### src/rtl/mem_wait_pkg.sv
// Shared types and default sizing for the memory-wait pipeline stage.
package mem_wait_pkg;

    typedef enum logic [1:0] {
        IDLE = 2'd0,
        WAIT = 2'd1,
        HOLD = 2'd2
    } state_e;

    localparam int DEF_INSTR_W  = 32;
    localparam int DEF_DATA_W   = 32;
    localparam int DEF_MAX_WAIT = 7;
    localparam int DEF_TIMEOUT  = 16;

endpackage

### src/rtl/mem_wait_ctr.sv
// Wait-state down-counter plus the missing-ready timeout counter.
module mem_wait_ctr
    import mem_wait_pkg::*;
#(
    parameter int MAX_WAIT = DEF_MAX_WAIT,
    parameter int CNT_W    = $clog2(MAX_WAIT + 1),
    parameter int TIMEOUT  = DEF_TIMEOUT
) (
    input  logic             clk,
    input  logic             rst,
    input  logic             load,
    input  logic [CNT_W-1:0] load_val,
    input  logic             run,
    input  logic             mem_rdy,
    output logic             cnt_zero,
    output logic             tmo_hit
);

    localparam int TMO_W = $clog2(TIMEOUT + 1);
    localparam logic [CNT_W-1:0] MAX_CNT  = CNT_W'(MAX_WAIT);
    localparam logic [TMO_W-1:0] TMO_LAST = TMO_W'(TIMEOUT - 1);
    localparam logic [TMO_W-1:0] TMO_MAX  = TMO_W'(TIMEOUT);

    logic [CNT_W-1:0] cnt;
    logic [TMO_W-1:0] tmo;

    always_ff @(posedge clk) begin
        if (rst) begin
            cnt <= '0;
            tmo <= '0;
        end else if (load) begin
            cnt <= (load_val > MAX_CNT) ? MAX_CNT : load_val;
            tmo <= '0;
        end else if (run) begin
            if (cnt != '0)
                cnt <= cnt - 1'b1;
            else if (!mem_rdy && tmo != TMO_MAX)
                tmo <= tmo + 1'b1;
        end
    end

    assign cnt_zero = (cnt == '0);
    // Fires in the TIMEOUT-th consecutive cycle without ready once wait states are done.
    assign tmo_hit  = run && cnt_zero && !mem_rdy && (tmo == TMO_LAST);

endmodule

### src/rtl/mem_wait_stage.sv
// Execute->writeback stage: registers instr + branch tag, waits out memory accesses,
// squashes wrong-path work and flags memory timeouts.
module mem_wait_stage
    import mem_wait_pkg::*;
#(
    parameter int INSTR_W  = DEF_INSTR_W,
    parameter int DATA_W   = DEF_DATA_W,
    parameter int MAX_WAIT = DEF_MAX_WAIT,
    parameter int CNT_W    = $clog2(MAX_WAIT + 1),
    parameter int TIMEOUT  = DEF_TIMEOUT
) (
    input  logic               clk,
    input  logic               rst,
    input  logic [INSTR_W-1:0] instr_in,
    input  logic               valid_in,
    input  logic               is_mem_in,
    input  logic               branch_in,
    input  logic               branch_ref,
    input  logic               sel_stall,
    input  logic [CNT_W-1:0]   wait_cycles,
    output logic               mem_req,
    input  logic               mem_rdy,
    input  logic [DATA_W-1:0]  mem_rdata,
    output logic               stall_req,
    output logic [INSTR_W-1:0] instr_output,
    output logic               valid_out,
    output logic [DATA_W-1:0]  rdata_out,
    output logic               branch_value,
    output logic               timeout_err
);

    state_e state;
    logic   cnt_zero;
    logic   tmo_hit;
    logic   accept;
    logic   squash;

    // Drops in the same cycle a released HOLD can take the next instruction.
    assign stall_req = (state == WAIT) || (valid_out && sel_stall);
    assign accept    = valid_in && !stall_req && (branch_in == branch_ref);
    assign squash    = (branch_value != branch_ref);

    mem_wait_ctr #(
        .MAX_WAIT (MAX_WAIT),
        .CNT_W    (CNT_W),
        .TIMEOUT  (TIMEOUT)
    ) u_ctr (
        .clk      (clk),
        .rst      (rst),
        .load     (accept && is_mem_in),
        .load_val (wait_cycles),
        .run      (state == WAIT),
        .mem_rdy  (mem_rdy),
        .cnt_zero (cnt_zero),
        .tmo_hit  (tmo_hit)
    );

    always_ff @(posedge clk) begin
        if (rst) begin
            state        <= IDLE;
            instr_output <= '0;
            valid_out    <= 1'b0;
            rdata_out    <= '0;
            branch_value <= 1'b0;
            mem_req      <= 1'b0;
            timeout_err  <= 1'b0;
        end else begin
            timeout_err <= 1'b0;
            if (state == WAIT) begin
                // Squash outranks both data return and timeout.
                if (squash) begin
                    state     <= IDLE;
                    mem_req   <= 1'b0;
                    valid_out <= 1'b0;
                end else if (cnt_zero && mem_rdy) begin
                    rdata_out <= mem_rdata;
                    mem_req   <= 1'b0;
                    valid_out <= 1'b1;
                    state     <= HOLD;
                end else if (tmo_hit) begin
                    timeout_err <= 1'b1;
                    rdata_out   <= '0;
                    mem_req     <= 1'b0;
                    valid_out   <= 1'b1;
                    state       <= HOLD;
                end
            end else if (state == HOLD && sel_stall) begin
                if (squash) begin
                    state     <= IDLE;
                    valid_out <= 1'b0;
                end
            end else if (accept) begin
                // IDLE, or HOLD whose output is consumed this cycle.
                instr_output <= instr_in;
                branch_value <= branch_in;
                if (is_mem_in) begin
                    mem_req   <= 1'b1;
                    valid_out <= 1'b0;
                    state     <= WAIT;
                end else begin
                    valid_out <= 1'b1;
                    state     <= HOLD;
                end
            end else begin
                valid_out <= 1'b0;
                state     <= IDLE;
            end
        end
    end

endmodule

### config.mk
export PLATFORM = sky130hd
export DESIGN_NAME = mem_wait_stage
export DESIGN_NICKNAME = d
export VERILOG_FILES = /design/src/rtl/mem_wait_pkg.sv /design/src/rtl/mem_wait_ctr.sv /design/src/rtl/mem_wait_stage.sv
export SDC_FILE = /design/constraint.sdc
export NUM_CORES = 1
export LEC_CHECK = 0
export ABC_AREA = 1
export BUFFER_PORTS_ARGS = -buffer_cell sky130_fd_sc_hd__buf_2
export CORE_UTILIZATION = 50
export DETAILED_ROUTE_END_ITERATION = 16
export HOLD_SLACK_MARGIN = 0.12
export PLACE_DENSITY = 0.91
export RECOVER_POWER = 25
export SYNTH_ARGS = -nofsm -noshare
export SYNTH_HDL_FRONTEND = slang
export SYNTH_SLANG_ARGS = --single-unit
### constraint.sdc
create_clock -name clk -period 4.1 [get_ports clk]
set_input_delay 0.615 -clock clk [delete_from_list [all_inputs] [get_ports clk]]
set_output_delay 0.615 -clock clk [all_outputs]
set_load 0.02 [all_outputs]
==> metrics.cfg <==
[cts]
cts_resized = 0
cts_tree = yes
clk_latency_ps = 330
cts.sinks = 77
cts_root_buffer = clkbuf_8
cts_buffers = 9
cts-htree-levels = 3
post_cts_buffers = 0
hold_buffers = 0
clkTransAtPathRegs_ps = 80
cts_buffer_depth = 2

[sta]
finalSetupViolCount = 0
fin_skew_ps = 8.45
worst_pin_slew_ps = 933
fin_setup_tns_ps = 0
maxSlewViolCount = 0
post-route-period-util_pct = 57.5
fin_crit_ps = 2360
hold_viol = 0
relSlewSlack_pct = 37.7
fmax_mhz = 424
rsz0062_at_grt = false
postLayoutSetupSlackWorst_ps = 1740

[finish]
drive_above_1_share_pct = 26.4
diodes = 0
fill_cells = 502
area_growth_pct = 27.0
mostFrequentLayoutCells = buf_2, nand2_1, dfxtp_1, nor2_1, a21oi_1
layout.nets = 607
layout_commonest_cell = buf_2

[pwr]
irDropWorstVdd_v = 0.000300
powerDensity_nw_per_um2 = 409
leakage_uw = 0.00178

[critical_path]
arrival_ps = 2590
crit_path_max_fanout = 40
startpoint_type = flip-flop
crit_path_end_kind = flip-flop
required_ps = 4330
critical_path_class = reg -> reg

[floorplan]
die_area_um2 = 6440
coreArea_um2 = 5920
die_h_um = 80.2
fp-row-count = 28
die_w_um = 80.2
start_util_pct = 51.7
io_pins = 144

[placement]
post-place-ws_ps = 1480
dp_hpwl_um = 5010
gp_congestion = 0.812
io_buffers = 143

[flow_run]
maxCapViolations = 0

[logic_synthesis]
synthDistinctLibCells = 27
yosysTopAreaCellShare_pct = 50.4
yosysWarnings = 0
seq_area_frac_synth_pct = 50.4
synth_seq_cells = 77
netlist_instances = 394
yosys.area.top_type = dfxtp_1
synth_nets = 474
syn_area_um2 = 3060
ys_top_cells_by_area = dfxtp_1, nand2_1, nor2_1
synth.avg_cell_area_um2 = 7.76

[grt]
grt_max_degree = 41
grt_pass1_wl_um = 11000
first_global_vias = 2662
grt_usage_pct = 21.8
grt_overflow_total = 0
antenna_found_initial = 0

[route]
wirelength_um = 7140
wl_per_cell_um = 11.8
drc = 0
vias = 2973
first_pass_iters = 4
drtAntennaViolNets = 0
drt_iter0_drc = 95
avgViaCountPerCell = 4.91

[worst_hold_path]
hold_path_class = reg -> reg

[run_status]
status = finished, final reports clean

==> metal layers <==
layer  global-route usage (%)  routed length, um  up-vias
li1                         -                  -     1528
met1                     24.2               3110     1322
met3                     5.91                569        9
met5                        0                  0        -
met2                     38.8               3370      114
met4                     9.64                 90        0
==> state kept, by name, summed over array words and instances, names as in the netlist <==
| register | cells |
|---|---|
| branch_value | 1 |
| instr_output | 32 |
| mem_req | 1 |
| rdata_out | 32 |
| state | 1 |
| timeout_err | 1 |
| u_ctr.cnt | 3 |
| u_ctr.tmo | 5 |
| valid_out | 1 |
==> critical path, stage by stage (launching register included) <==
cell     delay [ps]
dfxtp_1         380
inv_2            60
nand2_4         130
nand3_2         110
nor2_4          580
inv_1           630
nor2_1          270
nor2_1           70
==> cell usage after synthesis, drive strengths merged <==
cell type / count
o21ai: 39
buf: 13
dfxtp: 77
xor2: 1
nand4: 3
clkbuf: 8
nor3b: 1
nand2: 92
inv: 22
nand3: 12
a31oi: 1
ha: 5
or2: 1
a21oi: 41
nor2: 75
nor3: 3
==> metrics by stage <==
| stage | total power [uW] | std cells | utilization [%] | hold slack [ps] | cell area, um2 |
|---|---|---|---|---|---|
| after detailed placement | 1040 | 591 | 63.1 | 449 | 3730 |
| after global placement | 1040 | 591 | 63.1 | 445 | 3730 |
| after CTS | 1610 | 606 | 66.4 | 460 | 3930 |
| after global routing | 1660 | 606 | 65.6 | 475 | 3880 |
| final | 1590 | 606 | 65.6 | 458 | 3880 |
| after floorplan | 961 | 394 | - | 459 | 3060 |
==> area by class of cell <==
class                   instances  area, um2  share of cell area [%]
inverters                      22       82.6                    2.13
multi-input cells             274       1300                    33.4
clock inverters                 4       47.5                    1.22
clock buffers                  11        151                    3.90
repair buffers                143        672                    17.3
well taps                      75       93.8                    2.42
flip-flops and latches         77       1540                    39.7
==> power by group <==
group | internal, uW | switching (uW) | total [uW] | leakage (uW)
logic | 74.8 | 144 | 219 | 0.00105
registers | 784 | 19.3 | 803 | 0.000628
clock network | 309 | 258 | 567 | 0.000101
==> path summary, 6_finish.rpt <==
check / startpoint / endpoint / slack [ps] / cells after the start
setup reg to reg: valid_out / instr_output[9] / 1740 / 7
setup / recovery: valid_out / instr_output[9] / 1740 / 7
hold / removal: rdata_out[9] / rdata_out[9] / 460 / 2
hold reg to reg: rdata_out[9] / rdata_out[9] / 460 / 2
==> kinds of logic (layout without fill, tap and decap cells) <==
group	count (synthesis)	in the layout	share of synthesized area [%]
AND/OR/NAND/NOR	187	187	26.7
buffers and inverters	43	180	7.08
AO/OA/AOI/OAI	81	81	13.5
flip-flops	77	77	50.4
XOR/XNOR	1	1	0.286
adder cells (fa/ha/maj)	5	5	2.04
No activity file was read; power rests on OpenSTA's default activity.
